### config.mk
export PLATFORM = sky130hd
export DESIGN_NAME = fb_port_arbiter
export DESIGN_NICKNAME = d
export VERILOG_FILES = /design/src/rtl/fb_pkg.sv /design/src/rtl/fb_wr_fifo.sv /design/src/rtl/fb_port_arbiter.sv
export SDC_FILE = /design/constraint.sdc
export NUM_CORES = 1
export LEC_CHECK = 0
export ABC_AREA = 0
export ABC_CLOCK_PERIOD_IN_PS = 4300
export BUFFER_PORTS_ARGS = -buffer_cell sky130_fd_sc_hd__buf_2
export CELL_PAD_IN_SITES_DETAIL_PLACEMENT = 1
export CELL_PAD_IN_SITES_GLOBAL_PLACEMENT = 2
export CORE_ASPECT_RATIO = 0.9
export CORE_MARGIN = 3
export CORE_UTILIZATION = 39
export DETAILED_ROUTE_END_ITERATION = 10
export PLACE_DENSITY = 0.82
export SYNTH_ARGS = -nofsm -noshare
export SYNTH_HDL_FRONTEND = slang
export SYNTH_SLANG_ARGS = --single-unit
### constraint.sdc
create_clock -name pix_clk -period 4.3 [get_ports pix_clk]
set_input_delay 0.86 -clock pix_clk [delete_from_list [all_inputs] [get_ports pix_clk]]
set_output_delay 0.86 -clock pix_clk [all_outputs]
set_load 0.02 [all_outputs]
### src/rtl/fb_pkg.sv
// Shared constants and types for the frame-buffer port arbiter.
// The frame RAM is addressed as {y[7:0], x[7:0]} over a 256x240 NES image.
package fb_pkg;

    localparam int DATA_W = 9;
    localparam int ADDR_W = 16;
    localparam int NES_W  = 256;
    localparam int NES_H  = 240;

    typedef enum logic [1:0] {
        IDLE  = 2'd0,
        READ  = 2'd1,
        TURN  = 2'd2,
        WRITE = 2'd3
    } arb_state_e;

    typedef struct packed {
        logic [ADDR_W-1:0] addr;
        logic [DATA_W-1:0] rgb;
    } fifo_entry_t;

    // Lines at or beyond the visible height have no storage in the frame RAM.
    function automatic logic y_in_range(input logic [7:0] y);
        return ({8'd0, y} < 16'(NES_H));
    endfunction

endpackage

### src/rtl/fb_wr_fifo.sv
// Synchronous FIFO with valid/ready push and unconditional pop request.
// Pointers carry one extra wrap bit so full and empty are distinguishable.
module fb_wr_fifo #(
    parameter int WIDTH = 25,
    parameter int DEPTH = 8
) (
    input  logic                     pix_clk,
    input  logic                     reset,
    input  logic                     push_valid,
    output logic                     push_ready,
    input  logic [WIDTH-1:0]         push_data,
    input  logic                     pop,
    output logic [WIDTH-1:0]         pop_data,
    output logic                     full,
    output logic                     empty,
    output logic [$clog2(DEPTH):0]   level
);

    localparam int PW = $clog2(DEPTH);

    logic [WIDTH-1:0] mem_r [DEPTH];
    logic [PW:0]      wr_ptr_r;
    logic [PW:0]      rd_ptr_r;
    logic             push_fire_s;
    logic             pop_fire_s;

    assign full        = (wr_ptr_r[PW] != rd_ptr_r[PW]) && (wr_ptr_r[PW-1:0] == rd_ptr_r[PW-1:0]);
    assign empty       = (wr_ptr_r == rd_ptr_r);
    assign level       = wr_ptr_r - rd_ptr_r;
    assign push_ready  = !full;
    assign push_fire_s = push_valid && !full;
    assign pop_fire_s  = pop && !empty;
    assign pop_data    = mem_r[rd_ptr_r[PW-1:0]];

    // Pointer update; reset discards everything queued.
    always_ff @(posedge pix_clk) begin
        if (reset) begin
            wr_ptr_r <= '0;
            rd_ptr_r <= '0;
        end else begin
            if (push_fire_s) begin
                wr_ptr_r <= wr_ptr_r + {{PW{1'b0}}, 1'b1};
            end
            if (pop_fire_s) begin
                rd_ptr_r <= rd_ptr_r + {{PW{1'b0}}, 1'b1};
            end
        end
    end

    // Entry storage needs no reset: the pointers define what is valid.
    always_ff @(posedge pix_clk) begin
        if (push_fire_s) begin
            mem_r[wr_ptr_r[PW-1:0]] <= push_data;
        end
    end

endmodule

### src/rtl/fb_port_arbiter.sv
// Arbitrates the single-port frame RAM between VGA scan-out reads (absolute
// priority) and buffered PPU pixel writes drained whenever the VGA is idle.
module fb_port_arbiter #(
    parameter int FIFO_DEPTH = 8
) (
    input  logic                        pix_clk,
    input  logic                        reset,
    input  logic                        vga_rd_en,
    input  logic [7:0]                  vga_x,
    input  logic [7:0]                  vga_y,
    output logic [fb_pkg::DATA_W-1:0]   vga_rdata,
    output logic                        vga_rvalid,
    input  logic                        ppu_wr_valid,
    output logic                        ppu_wr_ready,
    input  logic [7:0]                  ppu_x,
    input  logic [7:0]                  ppu_y,
    input  logic [fb_pkg::DATA_W-1:0]   ppu_rgb,
    output logic                        mem_en,
    output logic                        mem_we,
    output logic [fb_pkg::ADDR_W-1:0]   mem_addr,
    output logic [fb_pkg::DATA_W-1:0]   mem_wdata,
    input  logic [fb_pkg::DATA_W-1:0]   mem_rdata,
    output logic [$clog2(FIFO_DEPTH):0] fifo_level,
    output logic [15:0]                 drop_count
);

    import fb_pkg::*;

    arb_state_e        state_r;
    arb_state_e        state_next_s;
    fifo_entry_t       push_entry_s;
    fifo_entry_t       head_s;
    logic              in_range_s;
    logic              fifo_full_s;
    logic              fifo_empty_s;
    logic              fifo_ready_s;
    logic              pop_s;
    logic              drop_inc_s;
    logic [15:0]       drop_count_r;
    logic [DATA_W-1:0] rdata_hold_r;

    assign in_range_s   = y_in_range(ppu_y);
    assign push_entry_s = '{addr: {ppu_y, ppu_x}, rgb: ppu_rgb};
    assign ppu_wr_ready = fifo_ready_s;
    assign drop_inc_s   = ppu_wr_valid && !fifo_full_s && !in_range_s;
    assign pop_s        = (state_next_s == WRITE);

    fb_wr_fifo #(
        .WIDTH ($bits(fifo_entry_t)),
        .DEPTH (FIFO_DEPTH)
    ) u_wr_fifo (
        .pix_clk    (pix_clk),
        .reset      (reset),
        .push_valid (ppu_wr_valid && in_range_s),
        .push_ready (fifo_ready_s),
        .push_data  (push_entry_s),
        .pop        (pop_s),
        .pop_data   (head_s),
        .full       (fifo_full_s),
        .empty      (fifo_empty_s),
        .level      (fifo_level)
    );

    // Next-state decision; a read always wins and leaving READ costs one TURN.
    always_comb begin
        state_next_s = IDLE;
        if (reset) begin
            state_next_s = IDLE;
        end else begin
            case (state_r)
                READ:               state_next_s = vga_rd_en ? READ : TURN;
                IDLE, TURN, WRITE:  state_next_s = vga_rd_en ? READ :
                                                   (!fifo_empty_s ? WRITE : IDLE);
                default:            state_next_s = IDLE;
            endcase
        end
    end

    // RAM port decode from the next state so reads pre-empt writes with no delay.
    always_comb begin
        mem_en    = 1'b0;
        mem_we    = 1'b0;
        mem_addr  = '0;
        mem_wdata = '0;
        case (state_next_s)
            READ: begin
                mem_en   = 1'b1;
                mem_addr = {vga_y, vga_x};
            end
            WRITE: begin
                mem_en    = 1'b1;
                mem_we    = 1'b1;
                mem_addr  = head_s.addr;
                mem_wdata = head_s.rgb;
            end
            default: begin
                mem_en = 1'b0;
            end
        endcase
    end

    // State register.
    always_ff @(posedge pix_clk) begin
        if (reset) begin
            state_r <= IDLE;
        end else begin
            state_r <= state_next_s;
        end
    end

    // Being in READ means the RAM was read last cycle, so its data is fresh now.
    assign vga_rvalid = (state_r == READ);
    assign vga_rdata  = vga_rvalid ? mem_rdata : rdata_hold_r;

    // Keep the last returned pixel stable between read returns.
    always_ff @(posedge pix_clk) begin
        if (reset) begin
            rdata_hold_r <= '0;
        end else if (vga_rvalid) begin
            rdata_hold_r <= mem_rdata;
        end
    end

    // Saturating count of off-screen writes swallowed by the handshake.
    always_ff @(posedge pix_clk) begin
        if (reset) begin
            drop_count_r <= 16'd0;
        end else if (drop_inc_s && (drop_count_r != 16'hFFFF)) begin
            drop_count_r <= drop_count_r + 16'd1;
        end
    end

    assign drop_count = drop_count_r;

endmodule

==> results.sh, run 1 <==
export IMPL_busiest_layer="met2"
export IMPL_post_dp_hpwl_mm=13.2
export IMPL_reg2reg_from="u_wr_fifo.wr_ptr_r[0]"
export IMPL_cts_tree="built"
export IMPL_fillers=2406
export IMPL_design_area_um2=11500
export IMPL_vias=5383
export IMPL_port_buffers=111
export IMPL_finalSetupViolations=0
export IMPL_whs_endpoint="u_wr_fifo.wr_ptr_r[3]"
export IMPL_synth_cell_type_count=42
export IMPL_clk_path_buf_depth=3
export IMPL_min_period_ps=3970
export IMPL_synthToLayoutAreaGrowth_pct=18.5
export IMPL_post_cts_resized=0
export IMPL_fmax_mhz=252
export IMPL_post_route_util=0.471
export IMPL_rsz0062_at_grt="no"
export IMPL_synthTopCellsByArea="edfxtp_1, mux4_2, dfxtp_1"
export IMPL_worst_pin_slew_ps=1060
export IMPL_cts_clk_slew_worst_paths_ps=60
export IMPL_first_iter_violations=421
export IMPL_grt_total_usage=0.163
export IMPL_hold_start="u_wr_fifo.wr_ptr_r[3]"
export IMPL_use_met1=0.213
export IMPL_pwr_density_cell_nw_per_um2=446
export IMPL_finalClockSkew_ps=22.5
export IMPL_p_int_mw=3.98
export IMPL_layout_nets=748
export IMPL_cts_root_buf="clkbuf_16"
export IMPL_synthFlopType="edfxtp_1"
export IMPL_p_seq_frac=0.509
export IMPL_cts_buffers=25
export IMPL_grt_start_max_net_pins=53
export IMPL_cts_setup_buffers=0
export IMPL_required_ps=3440
export IMPL_synth_seq_cells=238
export IMPL_slew_limit_headroom=0.293
export IMPL_cellLeakagePower_nw=3.92
export IMPL_ioPinCount=112
export IMPL_die_w_um=172
export IMPL_synth_edf_count=200
export IMPL_grt_pass1_vias=5772
export IMPL_ys_seq_area_frac=0.700
export IMPL_cts_htree_levels=1
export IMPL_path_class="reg -> out"
export IMPL_coreArea_um2=24300
export IMPL_holdBufCountCts=0
export IMPL_period_share=0.924
export IMPL_layout_drive_gt1_share=0.356
export IMPL_swShare=0.220
export IMPL_grt_overflow_total=0
export IMPL_start_util=0.397
export IMPL_drt_pass1_iter_count=4
export IMPL_max_vdd_ir_drop_mv=0.252
export IMPL_final_hold_viol_count=0
export IMPL_syn_inst=561
export IMPL_holdPathStages=2
export IMPL_finalMaxSlewViolations=0
export IMPL_p_switching_mw=1.13
export IMPL_end_kind="output port"
export IMPL_run_status="finished clean"
export IMPL_syn_nets=622
export IMPL_place_area_um2=10600
export IMPL_drcViolationCount=0
export IMPL_drv_cap=0
export IMPL_r2r_cells=7
export IMPL_die_area_um2=26700
export IMPL_yosysTopAreaCell="edfxtp_1"
export IMPL_synth_area_per_cell_um2=17.2
export IMPL_async_flop_share=0
export IMPL_insertedDiodeCount=0
export IMPL_viasPerCell=5.31
export IMPL_wl_per_cell_um=21.3
export IMPL_clockPowerShare=0.416
export IMPL_met2_usage=0.285
export IMPL_clk_latency_ps=540
export IMPL_die_y_um=155
export IMPL_place_congestion=0.747
export IMPL_grt_antenna_before_repair=1
export IMPL_wl_mm=21.6
export IMPL_synth_area_um2=9670
export IMPL_min_path_type="reg -> reg"
export IMPL_critPathArrivalTime_ps=3110
export IMPL_detail_route_antenna_nets=0
export IMPL_reg2reg_slack_ps=1390
export IMPL_p_comb_frac=0.075
export IMPL_cts_sinks=238
export IMPL_rows=54
export IMPL_use_met3=0.0310
export IMPL_yosysWarnings=0
export IMPL_hold_ws_ps=536
export IMPL_grt_pass1_wl_mm=33.5
export IMPL_yosysTopAreaCellShare=0.621
export IMPL_crit_path_start_kind="register"
export IMPL_critPathMaxFanout=26
export IMPL_fin_tns_setup_ps=0
cell usage in the layout (no fill, tap or decap), types with 10 or more instances in the layout:
cell type	instances
nor2b_1	22
mux2i_1	27
nor2_1	30
mux4_2	50
nand3_1	10
clkbuf_16	25
inv_1	12
edfxtp_1	200
buf_4	16
o21ai_0	20
nand2_1	27
dfxtp_1	35
buf_2	111
mux2_2	21
how the worst max path moves through the flow:
stage	from	cells past startpoint	to	slack (ps)
after CTS	u_wr_fifo.wr_ptr_r[0]	6	mem_we	220
after detailed placement	u_wr_fifo.wr_ptr_r[0]	6	mem_we	800
final	u_wr_fifo.wr_ptr_r[0]	7	mem_wdata[6]	330
after global routing	u_wr_fifo.wr_ptr_r[0]	6	mem_we	40
after global placement	u_wr_fifo.wr_ptr_r[0]	7	mem_wdata[2]	950
after floorplan	ppu_y[4]	3	u_wr_fifo.mem_r[0][0]	170
cell usage after synthesis, types with 2 or more instances:
| library cell | count |
|---|---|
| buf_2 | 5 |
| and4_1 | 2 |
| o21ai_0 | 20 |
| and3_1 | 4 |
| or4_1 | 2 |
| a21oi_1 | 9 |
| nor3_1 | 5 |
| dfxtp_1 | 38 |
| edfxtp_1 | 200 |
| or3_1 | 3 |
| buf_6 | 2 |
| nand3_1 | 10 |
| mux2_2 | 21 |
| a31o_2 | 2 |
| nor2b_1 | 22 |
| nand2b_1 | 3 |
| ha_1 | 6 |
| mux2i_1 | 27 |
| nand4_1 | 2 |
| inv_1 | 12 |
| o2111ai_1 | 2 |
| a211oi_1 | 5 |
| mux4_2 | 50 |
| clkbuf_1 | 20 |
| nor2_1 | 33 |
| o21a_1 | 2 |
| nand2_1 | 27 |
| xnor2_1 | 4 |
| nor4_1 | 10 |
critical path: stages, from the launching register on:
cell and delay, ps:
dfxtp_1 440, inv_1 120, ha_1 320, and3_1 230, a2111o_1 850, buf_4 340, nor2_1 100, buf_2 180
per-layer routing:
metal  share of wire  routed length [um]
met1            0.42                9020
met2            0.52               11100
met3           0.048                1040
met4           0.016                 342
met5         0.00088                  19
registers in the layout (all words and copies together), names as in the netlist, named ones only:
register / count
u_wr_fifo.rd_ptr_r: 4
u_wr_fifo.wr_ptr_r: 4
drop_count: 16
state_r: 2
rdata_hold_r: 9
u_wr_fifo.mem_r: 200
cell type report:
type                            instances  area [um2]  area share
Sequential cell                       238        6770       0.591
Tap cell                              308         385      0.0336
Clock inverter                         15         169      0.0147
Inverter                               12        45.0     0.00393
Multi-Input combinational cell        283        2760       0.241
Timing Repair Buffer                  127         676      0.0590
Clock buffer                           30         644      0.0562
logic make-up (layout without fill, tap and decap cells):
family / count (synthesis) / after routing / synth area share
flip-flops: 238 / 238 / 0.700
AND/OR/NAND/NOR: 126 / 126 / 0.0677
multiplexers: 98 / 98 / 0.169
AO/OA/AOI/OAI: 46 / 46 / 0.0298
buffers and inverters: 40 / 184 / 0.0177
adder cells (fa/ha/maj): 7 / 7 / 0.00984
XOR/XNOR: 6 / 6 / 0.00621
power by group through the flow:
stage	clock (mW)	sequential (mW)	combinational (mW)
final	2.13	2.60	0.384
after floorplan	0	2.63	0.260
after global routing	2.28	2.61	0.422
after global placement	0	2.65	0.377
after CTS	2.19	2.60	0.392
after detailed placement	0	2.65	0.391
through the flow:
step / worst slack, ps / total power, mW / std cells
2_1_floorplan: 171 / 2.89 / 561
3_3_place_gp: 953 / 3.02 / 968
3_5_place_dp: 800 / 3.04 / 968
4_1_cts: 222 / 5.19 / 1013
5_1_grt: 43.5 / 5.31 / 1013
6_report: 327 / 5.11 / 1013
Note: power is estimated with default switching activity, not from simulation.
==> run 2: changes to the inputs <==
ABC_AREA = 1   (was 0)
CORE_UTILIZATION = 34   (was 39)
PLACE_DENSITY = 0.81   (was 0.82)
==> run 2 against run 1 <==
Effect of this change:
- total power up 4.5%
- final area increased by 4.1%
- register-to-register slack improved by 270 ps
- largest power group unchanged
- clock skew down 9.0 ps
- sequential share of layout area down 2.3 points
- first-iteration DRC count grew 13%
- sequential power about the same
- sequential cell count did not move
==> results.sh, run 2 <==
export IMPL_grt_total_usage=0.171
export IMPL_yosysWarnings=0
export IMPL_synth_cell_type_count=31
export IMPL_reg2reg_from="u_wr_fifo.rd_ptr_r[1]"
export IMPL_finalClockSkew_ps=13.5
export IMPL_cp_endpoint="mem_wdata[1]"
export IMPL_critPathArrivalTime_ps=2860
export IMPL_pwr_density_cell_nw_per_um2=448
export IMPL_cts_buffers=26
export IMPL_place_area_um2=11100
export IMPL_async_flop_share=0
export IMPL_fin_ws_ps=584
export IMPL_grt_pass1_vias=7639
export IMPL_cts_root_buf="clkbuf_16"
export IMPL_path_class="reg -> out"
export IMPL_worst_path_stages=7
export IMPL_drv_cap=0
export IMPL_detail_route_antenna_nets=0
export IMPL_syn_inst=963
export IMPL_synthFlopType="edfxtp_1"
export IMPL_fin_tns_setup_ps=0
export IMPL_coreArea_um2=29000
export IMPL_viasPerCell=4.95
export IMPL_post_cts_resized=0
export IMPL_max_stage_delay_ps=620
export IMPL_max_vdd_ir_drop_mv=0.259
export IMPL_grt_antenna_before_repair=1
export IMPL_place_congestion=0.744
export IMPL_cts_setup_buffers=0
export IMPL_yosysMostFrequentCell="nand2_1"
export IMPL_grt_start_max_net_pins=72
export IMPL_holdBufCountCts=0
export IMPL_crit_path_start_kind="register"
export IMPL_start_util=0.346
export IMPL_die_y_um=169
export IMPL_synth_common_cells="nand2_1, edfxtp_1, nand3_1"
export IMPL_ys_seq_area_frac=0.674
export IMPL_clk_path_buf_depth=3
export IMPL_cts_tree="built"
export IMPL_synth_area_per_cell_um2=10.4
export IMPL_final_cell_mix="nand2_1, edfxtp_1, nand3_1"
export IMPL_synthTopCellsByArea="edfxtp_1, nand2_1, dfxtp_1"
export IMPL_r2r_end="u_wr_fifo.mem_r[3][3]"
export IMPL_run_status="finished clean"
export IMPL_wl_mm=27.3
export IMPL_synth_seq_cells=238
export IMPL_worst_pin_slew_ps=1030
export IMPL_r2r_cells=10
export IMPL_critPathSlowestCell="buf_4"
export IMPL_cellLeakagePower_nw=4.53
export IMPL_synthToLayoutAreaGrowth_pct=18.7
export IMPL_instances_no_fill=1491
export IMPL_wl_per_cell_um=18.3
export IMPL_post_dp_hpwl_mm=17.0
export IMPL_first_iter_violations=477
export IMPL_rsz0062_at_grt="no"
export IMPL_die_area_um2=31600
export IMPL_seq_area_um2=6770
export IMPL_die_w_um=187
export IMPL_path_buf_inv=3
export IMPL_min_path_type="reg -> reg"
export IMPL_finalSetupViolations=0
export IMPL_drcViolationCount=0
export IMPL_critPathMaxFanout=71
export IMPL_ioPinCount=112
export IMPL_dp_slack_ps=1010
export IMPL_slew_limit_headroom=0.309
export IMPL_final_hold_viol_count=0
export IMPL_cts_clk_slew_worst_paths_ps=60
export IMPL_insertedDiodeCount=0
export IMPL_yosysTopAreaCellShare=0.598
export IMPL_required_ps=3440
export IMPL_fmax_mhz=269
export IMPL_design_area_um2=11900
export IMPL_yosysTopAreaCell="edfxtp_1"
export IMPL_layout_nets=1138
export IMPL_synth_edf_count=200
export IMPL_synth_area_um2=10000
export IMPL_clk_latency_ps=530
export IMPL_fillers=3247
export IMPL_path_delay_family="buffers and inverters"
export IMPL_syn_nets=1024
export IMPL_cts_htree_levels=1
export IMPL_crit_top_cell="buf_4"
export IMPL_end_kind="output port"
export IMPL_vias=7378
export IMPL_multi_input_area_um2=2910
export IMPL_grt_overflow_total=0
export IMPL_grt_pass1_wl_mm=42.9
export IMPL_period_share=0.864
export IMPL_min_period_ps=3720
export IMPL_cp_cell_sequence="buf_4 > buf_4 > nand2_1 > nand3_1 > a21oi_1 > nor3_1 > buf_2"
export IMPL_dp_cells=1445
export IMPL_drt_pass1_iter_count=5
export IMPL_cts_sinks=238
export IMPL_mostFrequentLayoutCell="nand2_1"
export IMPL_layout_drive_gt1_share=0.184
export IMPL_port_buffers=111
export IMPL_reg2reg_slack_ps=1660
export IMPL_finalMaxSlewViolations=0
export IMPL_rows=59
export IMPL_largest_register_ffs=200
==> run 2: layout make-up <==
type	instances	share of cell area
clock buffers	28	0.0552
inverters	40	0.0128
multi-input cells	636	0.244
flip-flops and latches	238	0.568
clock inverters	18	0.0143
well taps	396	0.0416
repair buffers	135	0.0638
==> run 2: stage by stage <==
stage | hold WS [ps] | total power, mW | util
finish | 490 | 5.34 | 0.411
global route | 513 | 5.57 | 0.411
CTS | 485 | 5.41 | 0.411
detailed placement | 468 | 3.22 | 0.382
global placement | 454 | 3.20 | 0.382
floorplan | 443 | 2.99 | -
==> run 2: where the power goes <==
group          internal, mW  switching (mW)  total, mW
clock network          1.28           0.900       2.18
registers              2.56          0.0187       2.58
logic                 0.170           0.407      0.577
total                  4.01            1.33       5.34
==> run 2: worst min path at each step <==
stage | start | to | slack (ps) | depth (start not counted)
after floorplan | u_wr_fifo.wr_ptr_r[3] | u_wr_fifo.wr_ptr_r[3] | 440 | 1
after global placement | u_wr_fifo.wr_ptr_r[3] | u_wr_fifo.wr_ptr_r[3] | 450 | 1
after detailed placement | u_wr_fifo.wr_ptr_r[3] | u_wr_fifo.wr_ptr_r[3] | 470 | 1
after CTS | u_wr_fifo.wr_ptr_r[3] | u_wr_fifo.wr_ptr_r[3] | 480 | 1
after global routing | u_wr_fifo.rd_ptr_r[3] | u_wr_fifo.rd_ptr_r[3] | 510 | 2
final | u_wr_fifo.wr_ptr_r[3] | u_wr_fifo.wr_ptr_r[3] | 490 | 1
==> run 2: worst register-to-register path: stages, from the launching register on <==
cell	delay (ps)
dfxtp_1	420
inv_1	110
ha_1	300
nand2_1	90
nor2_1	70
nand2_2	120
nand2_1	180
nor2_1	130
inv_1	100
nor2_2	370
buf_4	420
==> run 2: cell families (layout without fill, tap and decap cells) <==
family	Yosys count	count (layout)	share of synthesized area
fa+ha+maj	7	7	0.00947
buf+inv	89	221	0.0385
xor+xnor	9	9	0.00785
compound gates	100	100	0.0503
simple gates	520	520	0.220
flops	238	238	0.674
==> run 2: metal layers <==
layer / track usage / share of wire / vias up
met5: 0 / 0.00026 / -
li1: - / - / 3530
met1: 0.224 / 0.46 / 3657
met4: 0.0371 / 0.017 / 2
met3: 0.0244 / 0.038 / 40
met2: 0.304 / 0.49 / 149
==> run 3: changes to the inputs <==
ABC_CLOCK_PERIOD_IN_PS = 4400   (was 4300)
CORE_UTILIZATION = 40   (was 34)
PLACE_DENSITY = 0.89   (was 0.81)
clock period = 4.4 ns   (was 4.3 ns; I/O delays follow)
==> run 3 against run 2 <==
Effect of this change:
- clock skew decreased by 4.4 ps
- largest cell class unchanged
- sequential share of layout area increased by 1.1 points
- clock power decreased by 10%
- die area decreased by 15%
- critical path type unchanged
- combinational power decreased by 6.8%
- largest power group unchanged
- utilization increased by 6.7 points
- via count decreased by 0.39%
- register-to-register slack about the same
==> results.sh, run 3 (synthesis gave the netlist of run 2 again) <==
export IMPL_path_delay_family="buffers and inverters"
export IMPL_finalClockSkew_ps=9.08
export IMPL_clk_path_buf_depth=3
export IMPL_p_seq_frac=0.504
export IMPL_critPathSlowestCell="inv_2"
export IMPL_end_kind="output port"
export IMPL_busiest_layer="met2"
export IMPL_finalMaxSlewViolations=0
export IMPL_crit_top_cell="nand2_1"
export IMPL_viasPerCell=5.17
export IMPL_min_period_ps=3620
export IMPL_grt_antenna_before_repair=0
export IMPL_pwr_density_cell_nw_per_um2=430
export IMPL_drcViolationCount=0
export IMPL_port_buffers=111
export IMPL_grt_pass1_vias=7566
export IMPL_drv_cap=0
export IMPL_fillers=2766
export IMPL_cts_setup_buffers=0
export IMPL_layout_drive_gt1_share=0.176
export IMPL_worst_pin_slew_ps=1100
export IMPL_swShare=0.248
export IMPL_detail_route_antenna_nets=0
export IMPL_cp_cell_sequence="inv_2 > buf_12 > nand2_1 > nand3_1 > nand2_1 > nand2_1 > nand2_1 > o21ai_0 > buf_2"
export IMPL_place_congestion=0.741
export IMPL_cts_sinks=238
export IMPL_die_area_um2=27000
export IMPL_layout_nets=1129
export IMPL_clk_latency_ps=520
export IMPL_use_met3=0.0308
export IMPL_ioPinCount=112
export IMPL_vias=7349
export IMPL_cts_clk_slew_worst_paths_ps=60
export IMPL_grt_overflow_total=0
export IMPL_met2_usage=0.342
export IMPL_final_cell_mix="nand2_1, edfxtp_1, nand3_1"
export IMPL_rows=54
export IMPL_grt_pass1_wl_mm=41.4
export IMPL_required_ps=3520
export IMPL_cellLeakagePower_nw=4.46
export IMPL_use_met1=0.246
export IMPL_grt_total_usage=0.191
export IMPL_slew_limit_headroom=0.263
export IMPL_cts_tree="built"
export IMPL_finalSetupViolations=0
export IMPL_insertedDiodeCount=0
export IMPL_wl_mm=26.2
export IMPL_wl_per_cell_um=18.5
export IMPL_clockPowerShare=0.390
export IMPL_p_switching_mw=1.25
export IMPL_reg2reg_slack_ps=1670
export IMPL_max_vdd_ir_drop_mv=0.316
export IMPL_fmax_mhz=276
export IMPL_min_path_type="reg -> reg"
export IMPL_max_stage_delay_ps=580
export IMPL_crit_path_start_kind="register"
export IMPL_holdBufCountCts=0
export IMPL_critPathArrivalTime_ps=2740
export IMPL_mostFrequentLayoutCell="nand2_1"
export IMPL_drt_pass1_iter_count=5
export IMPL_p_comb_frac=0.107
export IMPL_start_util=0.411
export IMPL_post_cts_resized=0
export IMPL_period_share=0.823
export IMPL_die_w_um=173
export IMPL_final_hold_viol_count=0
export IMPL_rsz0062_at_grt="no"
export IMPL_power_mw=5.03
export IMPL_design_area_um2=11700
export IMPL_path_class="reg -> out"
export IMPL_coreArea_um2=24500
export IMPL_die_y_um=156
export IMPL_cts_htree_levels=1
export IMPL_fin_tns_setup_ps=0
export IMPL_cts_root_buf="clkbuf_16"
export IMPL_path_buf_inv=3
export IMPL_largest_register_ffs=200
export IMPL_critPathMaxFanout=64
export IMPL_cts_buffers=25
export IMPL_post_dp_hpwl_mm=16.0
export IMPL_grt_start_max_net_pins=65
export IMPL_place_area_um2=10900
export IMPL_p_int_mw=3.78
export IMPL_first_iter_violations=427
export IMPL_synthToLayoutAreaGrowth_pct=16.4
export IMPL_run_status="finished clean"
[run 3: final timing paths]
| kind | start | endpoint | depth (start not counted) |
|---|---|---|---|
| hold reg to reg | u_wr_fifo.rd_ptr_r[3] | u_wr_fifo.rd_ptr_r[3] | 2 |
| hold / removal | u_wr_fifo.rd_ptr_r[3] | u_wr_fifo.rd_ptr_r[3] | 2 |
| setup reg to reg | u_wr_fifo.rd_ptr_r[1] | u_wr_fifo.mem_r[3][16] | 10 |
| setup / recovery | register | mem_addr[3] | 9 |
[run 3: metal layers]
| layer | up-vias | wire, um |
|---|---|---|
| met5 | - | 0 |
| met4 | 0 | 438 |
| met3 | 26 | 1260 |
| met2 | 171 | 13100 |
| met1 | 3643 | 11400 |
| li1 | 3509 | - |
[run 3: final cells by class]
class | instances | area [um2] | area share
Clock inverter | 13 | 87.6 | 0.00749
Sequential cell | 238 | 6770 | 0.579
Inverter | 40 | 153 | 0.0131
Timing Repair Buffer | 127 | 688 | 0.0588
Multi-Input combinational cell | 636 | 2910 | 0.249
Clock buffer | 32 | 662 | 0.0566
Tap cell | 336 | 420 | 0.0359
[run 3: through the flow]
| step | hold slack [ps] | setup slack, ps | instances | utilization |
|---|---|---|---|---|
| 4_1_cts | 490 | 712 | 1422 | 0.478 |
| 5_1_grt | 523 | 514 | 1422 | 0.478 |
| 2_1_floorplan | 443 | 907 | 963 | - |
| 3_5_place_dp | 473 | 1050 | 1377 | 0.448 |
| 3_3_place_gp | 460 | 1110 | 1377 | 0.448 |
| 6_report | 498 | 777 | 1422 | 0.478 |
[run 3: power by group through the flow]
stage	Combinational, mW	Clock (mW)	Sequential, mW
after floorplan	0.354	0	2.57
after global placement	0.534	0	2.58
after detailed placement	0.548	0	2.58
after CTS	0.549	2.00	2.54
after global routing	0.607	2.09	2.54
final	0.538	1.96	2.53
[run 3: tightest hold or removal path: cells and delay by family, from the launching register on]
family / cells / cell delay [ps]
compound gates: 1 / 60
simple gates: 1 / 70
flops: 1 / 320
